$ cat src/rtl/rst_pulse_seq_pkg.sv
// Shared channel state type, default sizes and the chain hand-off helper for rst_pulse_seq.
package rst_pulse_seq_pkg;

    localparam int DEF_N_CH    = 4;
    localparam int DEF_CNT_W   = 16;
    localparam int PULSE_CNT_W = 8;

    typedef enum logic [1:0] {
        IDLE   = 2'd0,
        DELAY  = 2'd1,
        ASSERT = 2'd2,
        DONE   = 2'd3
    } chState_t;

    // True when a channel reaches DONE on the coming edge; a launch with zero
    // delay and zero duration lands in DONE immediately.
    function automatic logic entersDone(input chState_t state,
                                        input logic     launch,
                                        input logic     cntIsOne,
                                        input logic     delayIsZero,
                                        input logic     durIsZero);
        logic result;
        result = 1'b0;
        if (launch) begin
            result = delayIsZero && durIsZero;
        end else begin
            case (state)
                DELAY:   result = cntIsOne && durIsZero;
                ASSERT:  result = cntIsOne;
                default: result = 1'b0;
            endcase
        end
        return result;
    endfunction

endpackage

$ cat src/rtl/rst_pulse_seq_ch.sv
// One reset-output channel: IDLE/DELAY/ASSERT/DONE state machine with a non-wrapping down-counter.
// Optional 8-bit saturating pulse counter when RST_PULSE_SEQ_CNT_EN is defined.
module rst_pulse_ch
    import rst_pulse_seq_pkg::*;
#(
    parameter int CNT_W = DEF_CNT_W
) (
    input  logic             clk,
    input  logic             rst,
    input  logic             i_launch,
    input  logic             i_clear,
    input  logic             i_pol,
    input  logic [CNT_W-1:0] i_delay,
    input  logic [CNT_W-1:0] i_dur,
    output chState_t         o_state,
    output logic [CNT_W-1:0] o_cnt,
    output logic             o_rstOut
`ifdef RST_PULSE_SEQ_CNT_EN
    ,
    output logic [PULSE_CNT_W-1:0] o_pulseCnt
`endif
);

    chState_t         r_state;
    logic [CNT_W-1:0] r_cnt;
    logic             r_act;

    // Counters are loaded with the full value and leave their state on a count of one,
    // so the all-ones value is usable without wrapping.
    always_ff @(posedge clk or posedge rst) begin
        if (rst) begin
            r_state <= IDLE;
            r_cnt   <= '0;
            r_act   <= 1'b0;
        end else begin
            r_act <= (r_state == ASSERT);
            if (i_launch) begin
                if (i_delay != '0) begin
                    r_state <= DELAY;
                    r_cnt   <= i_delay;
                end else if (i_dur != '0) begin
                    r_state <= ASSERT;
                    r_cnt   <= i_dur;
                end else begin
                    r_state <= DONE;
                    r_cnt   <= '0;
                end
            end else begin
                case (r_state)
                    DELAY: begin
                        if (r_cnt == CNT_W'(1)) begin
                            if (i_dur != '0) begin
                                r_state <= ASSERT;
                                r_cnt   <= i_dur;
                            end else begin
                                r_state <= DONE;
                                r_cnt   <= '0;
                            end
                        end else begin
                            r_cnt <= r_cnt - CNT_W'(1);
                        end
                    end
                    ASSERT: begin
                        if (r_cnt == CNT_W'(1)) begin
                            r_state <= DONE;
                            r_cnt   <= '0;
                        end else begin
                            r_cnt <= r_cnt - CNT_W'(1);
                        end
                    end
                    DONE: begin
                        if (i_clear) begin
                            r_state <= IDLE;
                        end
                    end
                    default: begin
                        r_state <= r_state;
                    end
                endcase
            end
        end
    end

`ifdef RST_PULSE_SEQ_CNT_EN
    logic [PULSE_CNT_W-1:0] r_pulseCnt;

    always_ff @(posedge clk or posedge rst) begin
        if (rst) begin
            r_pulseCnt <= '0;
        end else if ((r_state == ASSERT) && (r_cnt == CNT_W'(1)) && !i_launch
                     && (r_pulseCnt != {PULSE_CNT_W{1'b1}})) begin
            r_pulseCnt <= r_pulseCnt + PULSE_CNT_W'(1);
        end
    end

    assign o_pulseCnt = r_pulseCnt;
`endif

    assign o_state  = r_state;
    assign o_cnt    = r_cnt;
    // Polarity is applied live so a polarity change shows even while the channel is idle.
    assign o_rstOut = r_act ? i_pol : ~i_pol;

endmodule

$ cat src/rtl/rst_pulse_seq.sv
// Multi-channel reset pulse sequencer: snapshots the configuration on start and runs channels in parallel or chained.
// Defining RST_PULSE_SEQ_CNT_EN adds the per-channel pulse_cnt output.
module rst_pulse_seq
    import rst_pulse_seq_pkg::*;
#(
    parameter int N_CH  = DEF_N_CH,
    parameter int CNT_W = DEF_CNT_W
) (
    input  logic                  clk,
    input  logic                  rst,
    input  logic                  start,
    input  logic                  chain_mode,
    input  logic [N_CH-1:0]       ch_en,
    input  logic [N_CH-1:0]       ch_pol,
    input  logic [N_CH*CNT_W-1:0] ch_delay,
    input  logic [N_CH*CNT_W-1:0] ch_dur,
    output logic [N_CH-1:0]       rst_out,
    output logic                  busy,
    output logic                  done
`ifdef RST_PULSE_SEQ_CNT_EN
    ,
    output logic [N_CH*PULSE_CNT_W-1:0] pulse_cnt
`endif
);

    logic [N_CH-1:0]       r_snapEn;
    logic [N_CH*CNT_W-1:0] r_snapDelay;
    logic [N_CH*CNT_W-1:0] r_snapDur;
    logic                  r_snapChain;
    logic                  r_active;
    logic                  r_done;

    logic                  w_accept;
    logic                  w_busy;
    logic                  w_allDone;
    logic                  w_finish;
    logic                  w_chain;
    logic [N_CH-1:0]       w_en;
    logic [N_CH-1:0]       w_launch;
    logic [N_CH*CNT_W-1:0] w_delay;
    logic [N_CH*CNT_W-1:0] w_dur;
    chState_t              w_state [N_CH];
    logic [CNT_W-1:0]      w_cnt   [N_CH];

    always_comb begin
        w_busy    = 1'b0;
        w_allDone = 1'b1;
        for (int i = 0; i < N_CH; i++) begin
            if ((w_state[i] == DELAY) || (w_state[i] == ASSERT)) begin
                w_busy = 1'b1;
            end
            if (r_snapEn[i] && (w_state[i] != DONE)) begin
                w_allDone = 1'b0;
            end
        end
    end

    // On the accepting edge the live inputs are used directly, since the snapshot only lands on that edge.
    assign w_accept = start & ~w_busy;
    assign w_finish = r_active & w_allDone;
    assign w_en     = w_accept ? ch_en      : r_snapEn;
    assign w_delay  = w_accept ? ch_delay   : r_snapDelay;
    assign w_dur    = w_accept ? ch_dur     : r_snapDur;
    assign w_chain  = w_accept ? chain_mode : r_snapChain;

    // The chain token ripples past disabled and zero-length channels within one cycle.
    always_comb begin
        logic tok;
        w_launch = '0;
        tok      = w_accept;
        for (int i = 0; i < N_CH; i++) begin
            if (w_chain) begin
                if (w_en[i]) begin
                    w_launch[i] = tok;
                    tok = entersDone(w_state[i], tok,
                                     w_cnt[i] == CNT_W'(1),
                                     w_delay[i*CNT_W +: CNT_W] == '0,
                                     w_dur[i*CNT_W +: CNT_W] == '0);
                end
            end else begin
                w_launch[i] = w_accept & w_en[i];
            end
        end
    end

    always_ff @(posedge clk or posedge rst) begin
        if (rst) begin
            r_snapEn    <= '0;
            r_snapDelay <= '0;
            r_snapDur   <= '0;
            r_snapChain <= 1'b0;
            r_active    <= 1'b0;
            r_done      <= 1'b0;
        end else begin
            r_done <= w_finish;
            if (w_accept) begin
                r_snapEn    <= ch_en;
                r_snapDelay <= ch_delay;
                r_snapDur   <= ch_dur;
                r_snapChain <= chain_mode;
                r_active    <= 1'b1;
            end else if (w_finish) begin
                r_active <= 1'b0;
            end
        end
    end

    for (genvar g = 0; g < N_CH; g++) begin : gCh
        rst_pulse_ch #(
            .CNT_W(CNT_W)
        ) uCh (
            .clk       (clk),
            .rst       (rst),
            .i_launch  (w_launch[g]),
            .i_clear   (w_finish),
            .i_pol     (ch_pol[g]),
            .i_delay   (w_delay[g*CNT_W +: CNT_W]),
            .i_dur     (w_dur[g*CNT_W +: CNT_W]),
            .o_state   (w_state[g]),
            .o_cnt     (w_cnt[g]),
            .o_rstOut  (rst_out[g])
`ifdef RST_PULSE_SEQ_CNT_EN
            ,
            .o_pulseCnt(pulse_cnt[g*PULSE_CNT_W +: PULSE_CNT_W])
`endif
        );
    end

    assign busy = w_busy;
    assign done = r_done;

endmodule

$ cat config.mk
export PLATFORM = sky130hd
export DESIGN_NAME = rst_pulse_seq
export DESIGN_NICKNAME = d
export VERILOG_FILES = /design/src/rtl/rst_pulse_seq_pkg.sv /design/src/rtl/rst_pulse_seq_ch.sv /design/src/rtl/rst_pulse_seq.sv
export SDC_FILE = /design/constraint.sdc
export NUM_CORES = 1
export LEC_CHECK = 0
export ABC_CLOCK_PERIOD_IN_PS = 24000
export CELL_PAD_IN_SITES_DETAIL_PLACEMENT = 1
export CELL_PAD_IN_SITES_GLOBAL_PLACEMENT = 1
export CORE_ASPECT_RATIO = 1.2
export CORE_MARGIN = 2
export CORE_UTILIZATION = 46
export CTS_BUF_LIST = sky130_fd_sc_hd__clkbuf_16
export CTS_CLUSTER_SIZE = 30
export DETAILED_ROUTE_END_ITERATION = 8
export PLACE_DENSITY_LB_ADDON = 0.1
export SLEW_MARGIN = 20
export SYNTH_ARGS = -nofsm -noshare
export SYNTH_HDL_FRONTEND = slang
export SYNTH_SLANG_ARGS = --single-unit
export TNS_END_PERCENT = 5
$ cat constraint.sdc
create_clock -name clk -period 24 [get_ports clk]
set_input_delay 7.2 -clock clk [delete_from_list [all_inputs] [get_ports clk]]
set_output_delay 7.2 -clock clk [all_outputs]
set_load 0.01 [all_outputs]
==> metrics.yaml <==
status: "finished, final reports clean"
overflow: 0
grt_use_total_pct: 27.7
syn_area_per_cell_sq_um: 8.53
worstSkewPairLatency_ns: 0.52
root_buffer: "clkbuf_16"
skew_ns: 0.0104
hold_viol_final: 0
slew_headroom_pct: 30.8
period_share_pct: 65.3
postSynthCellCount: 1402
hold_buffers: 0
vias_per_cell: 5.80
clkTransAtPathRegs_ns: 0.06
setup_tns_ns: 0
worstSetupStartpointType: "input pin"
grt_max_degree: 92
clockBufferDepth: 3
syn_area_sq_mm: 0.0120
crit_arrival_ns: 8.48
antenna_found_initial: 0
cts_buffers: 23
worstMarginPinSlew_ns: 1.04
synth-seq-cells: 211
ys.flop_type: "dfrtp_1"
drv_slew: 0
hpwlAfterDp_um: 26700
synth-edff-count: 0
finalSetupViolations: 0
rows: 64
antenna-diode-count: 0
fp.dieW_um: 151
place_congestion: 0.819
ios: 146
route.detailed.drc: 0
wire_per_inst_um: 20.1
layout_common_cells: "nand2_1 (242), dfrtp_1 (211), nor2_1 (161)"
fin_crit_ns: 15.68
htree_levels: 1
rsz0062_at_grt: "no"
cts.repair.resized: 0
min_path_type: "register to register"
yosysWarnings: 0
cts_tree: "built"
cts_setup_buffers: 0
drt-total-wl_um: 37300
ys_seq_area_share_pct: 44.1
detailedRoute.firstPassIterationCount: 4
ir_drop_mv: 0.0525
portBuffers: 145
postSynth.asyncResetShare_pct: 100
grt_pass1_wl_um: 60800
first_global_vias: 11585
max_cap_violations: 0
layout_commonest_cell: "nand2_1"
syn-num-nets: 1566
fin_ws_ns: 8.32
required_ns: 16.80
endpoint_kind: "primary output"
dp_worst_setup_slack_ns: 8.28
antenna_left: 0
nFillCells: 3058
p_per_area_mw_per_mm2: 52.8
die_area_sq_mm: 0.0273
synthToLayoutAreaGrowth_pct: 19.9
path_class: "input pin to primary output"
die_y_um: 181
p_leak_nw: 7.55
core-area_sq_mm: 0.0255
initial_core_util_pct: 46.8
nets: 1676
vias: 10766
path_max_fanout: 1
clock.fmax_mhz: 63.8
ys_types: 68
final_layout_size_suffix_gt1_share_pct: 3.93
cts_sinks: 211
drtIter0Drc: 438
==> critical path, stage by stage <==
cell             delay (ns)
clkdlybuf4s50_1        0.50
xnor2_1                0.15
clkdlybuf4s50_1        0.62
==> cells by family (layout without fill, tap and decap cells) <==
logic type | after synthesis | after routing | share of synthesized area [%]
muxes | 107 | 107 | 9.19
DFF | 211 | 211 | 44.1
AOI/OAI and AO/OA | 278 | 278 | 14.0
buffers and inverters | 169 | 293 | 5.88
and+or+nand+nor | 602 | 602 | 23.5
xor gates and xnor gates | 11 | 11 | 0.805
adders and majority gates | 24 | 24 | 2.51
==> metrics by stage <==
stage	instances	total power [mW]	util, %	hold WS [ns]	cell area (sq um)
floorplan	1402	0.370	-	0.446	12000
global placement	1817	0.401	53.2	0.461	13600
detailed placement	1817	0.401	53.2	0.464	13600
CTS	1856	0.763	56.1	0.483	14300
global route	1856	0.781	56.1	0.501	14300
finish	1856	0.757	56.1	0.480	14300
==> routing by layer <==
metal / share of wire, % / routed length, um / vias up / global-route usage, %
li1: - / - / 5109 / -
met1: 43 / 15900 / 5386 / 36.2
met2: 51 / 19000 / 207 / 47.9
met3: 3.8 / 1430 / 64 / 3.37
met4: 2.7 / 997 / 0 / 8.00
met5: 0 / 0 / - / 0
==> cells in the mapped netlist, types with 9 or more instances <==
master / instances / area share, %
nand2_1: 242 / 7.6
dfrtp_1: 211 / 44
nor2_1: 161 / 5.1
inv_1: 99 / 3.1
mux2i_1: 95 / 7.9
a21oi_1: 85 / 3.6
o21ai_0: 81 / 3.4
nor4_1: 55 / 2.9
nor3_1: 41 / 1.7
clkbuf_1: 40 / 1.3
nand4_1: 25 / 1.3
ha_1: 24 / 2.5
o22ai_1: 24 / 1.3
buf_2: 15 / 0.63
a211oi_1: 14 / 0.88
or3_1: 11 / 0.58
a31oi_1: 10 / 0.52
nor2b_1: 10 / 0.52
nand3_1: 9 / 0.38
o211ai_1: 9 / 0.56
==> power by group <==
group / leakage [nW] / switching, mW / total (mW) / internal (mW)
combinational: 4.36 / 0.0161 / 0.0380 / 0.0219
clock: 0.378 / 0.148 / 0.363 / 0.215
sequential: 2.80 / 0 / 0.356 / 0.356
total: 7.55 / 0.164 / 0.757 / 0.593
==> registers in the layout, indices dropped and copies added (netlist names) <==
register	cells
r_snapEn	4
gCh.uCh.o_cnt	64
r_snapDur	64
done	1
r_snapDelay	64
r_snapChain	1
gCh.uCh.o_state	8
gCh.uCh.r_act	4
r_active	1
==> final timing paths <==
check	from	endpoint	slack (ns)	cells past startpoint
setup / recovery	ch_pol[3]	rst_out[3]	8.32	3
hold / removal	r_snapDelay[3]	r_snapDelay[3]	0.48	2
setup reg to reg	gCh[2].uCh.o_state[0]	gCh[3].uCh.o_state[0]	19.00	11
hold reg to reg	r_snapDelay[3]	r_snapDelay[3]	0.48	2
max in group asynchronous	rst	r_snapDur[18]	14.79	4
min in group asynchronous	rst	r_snapDelay[43]	7.18	2
==> area by class of cell <==
cell class / instances / area (sq um) / share of cell area, %
Sequential cell: 211 / 5280 / 36.8
Inverter: 99 / 379 / 2.64
Clock inverter: 16 / 170 / 1.19
Multi-Input combinational cell: 1022 / 6000 / 41.8
Clock buffer: 23 / 576 / 4.01
Tap cell: 330 / 413 / 2.88
Timing Repair Buffer: 155 / 1530 / 10.6
Note: power is estimated with default switching activity, not from simulation.
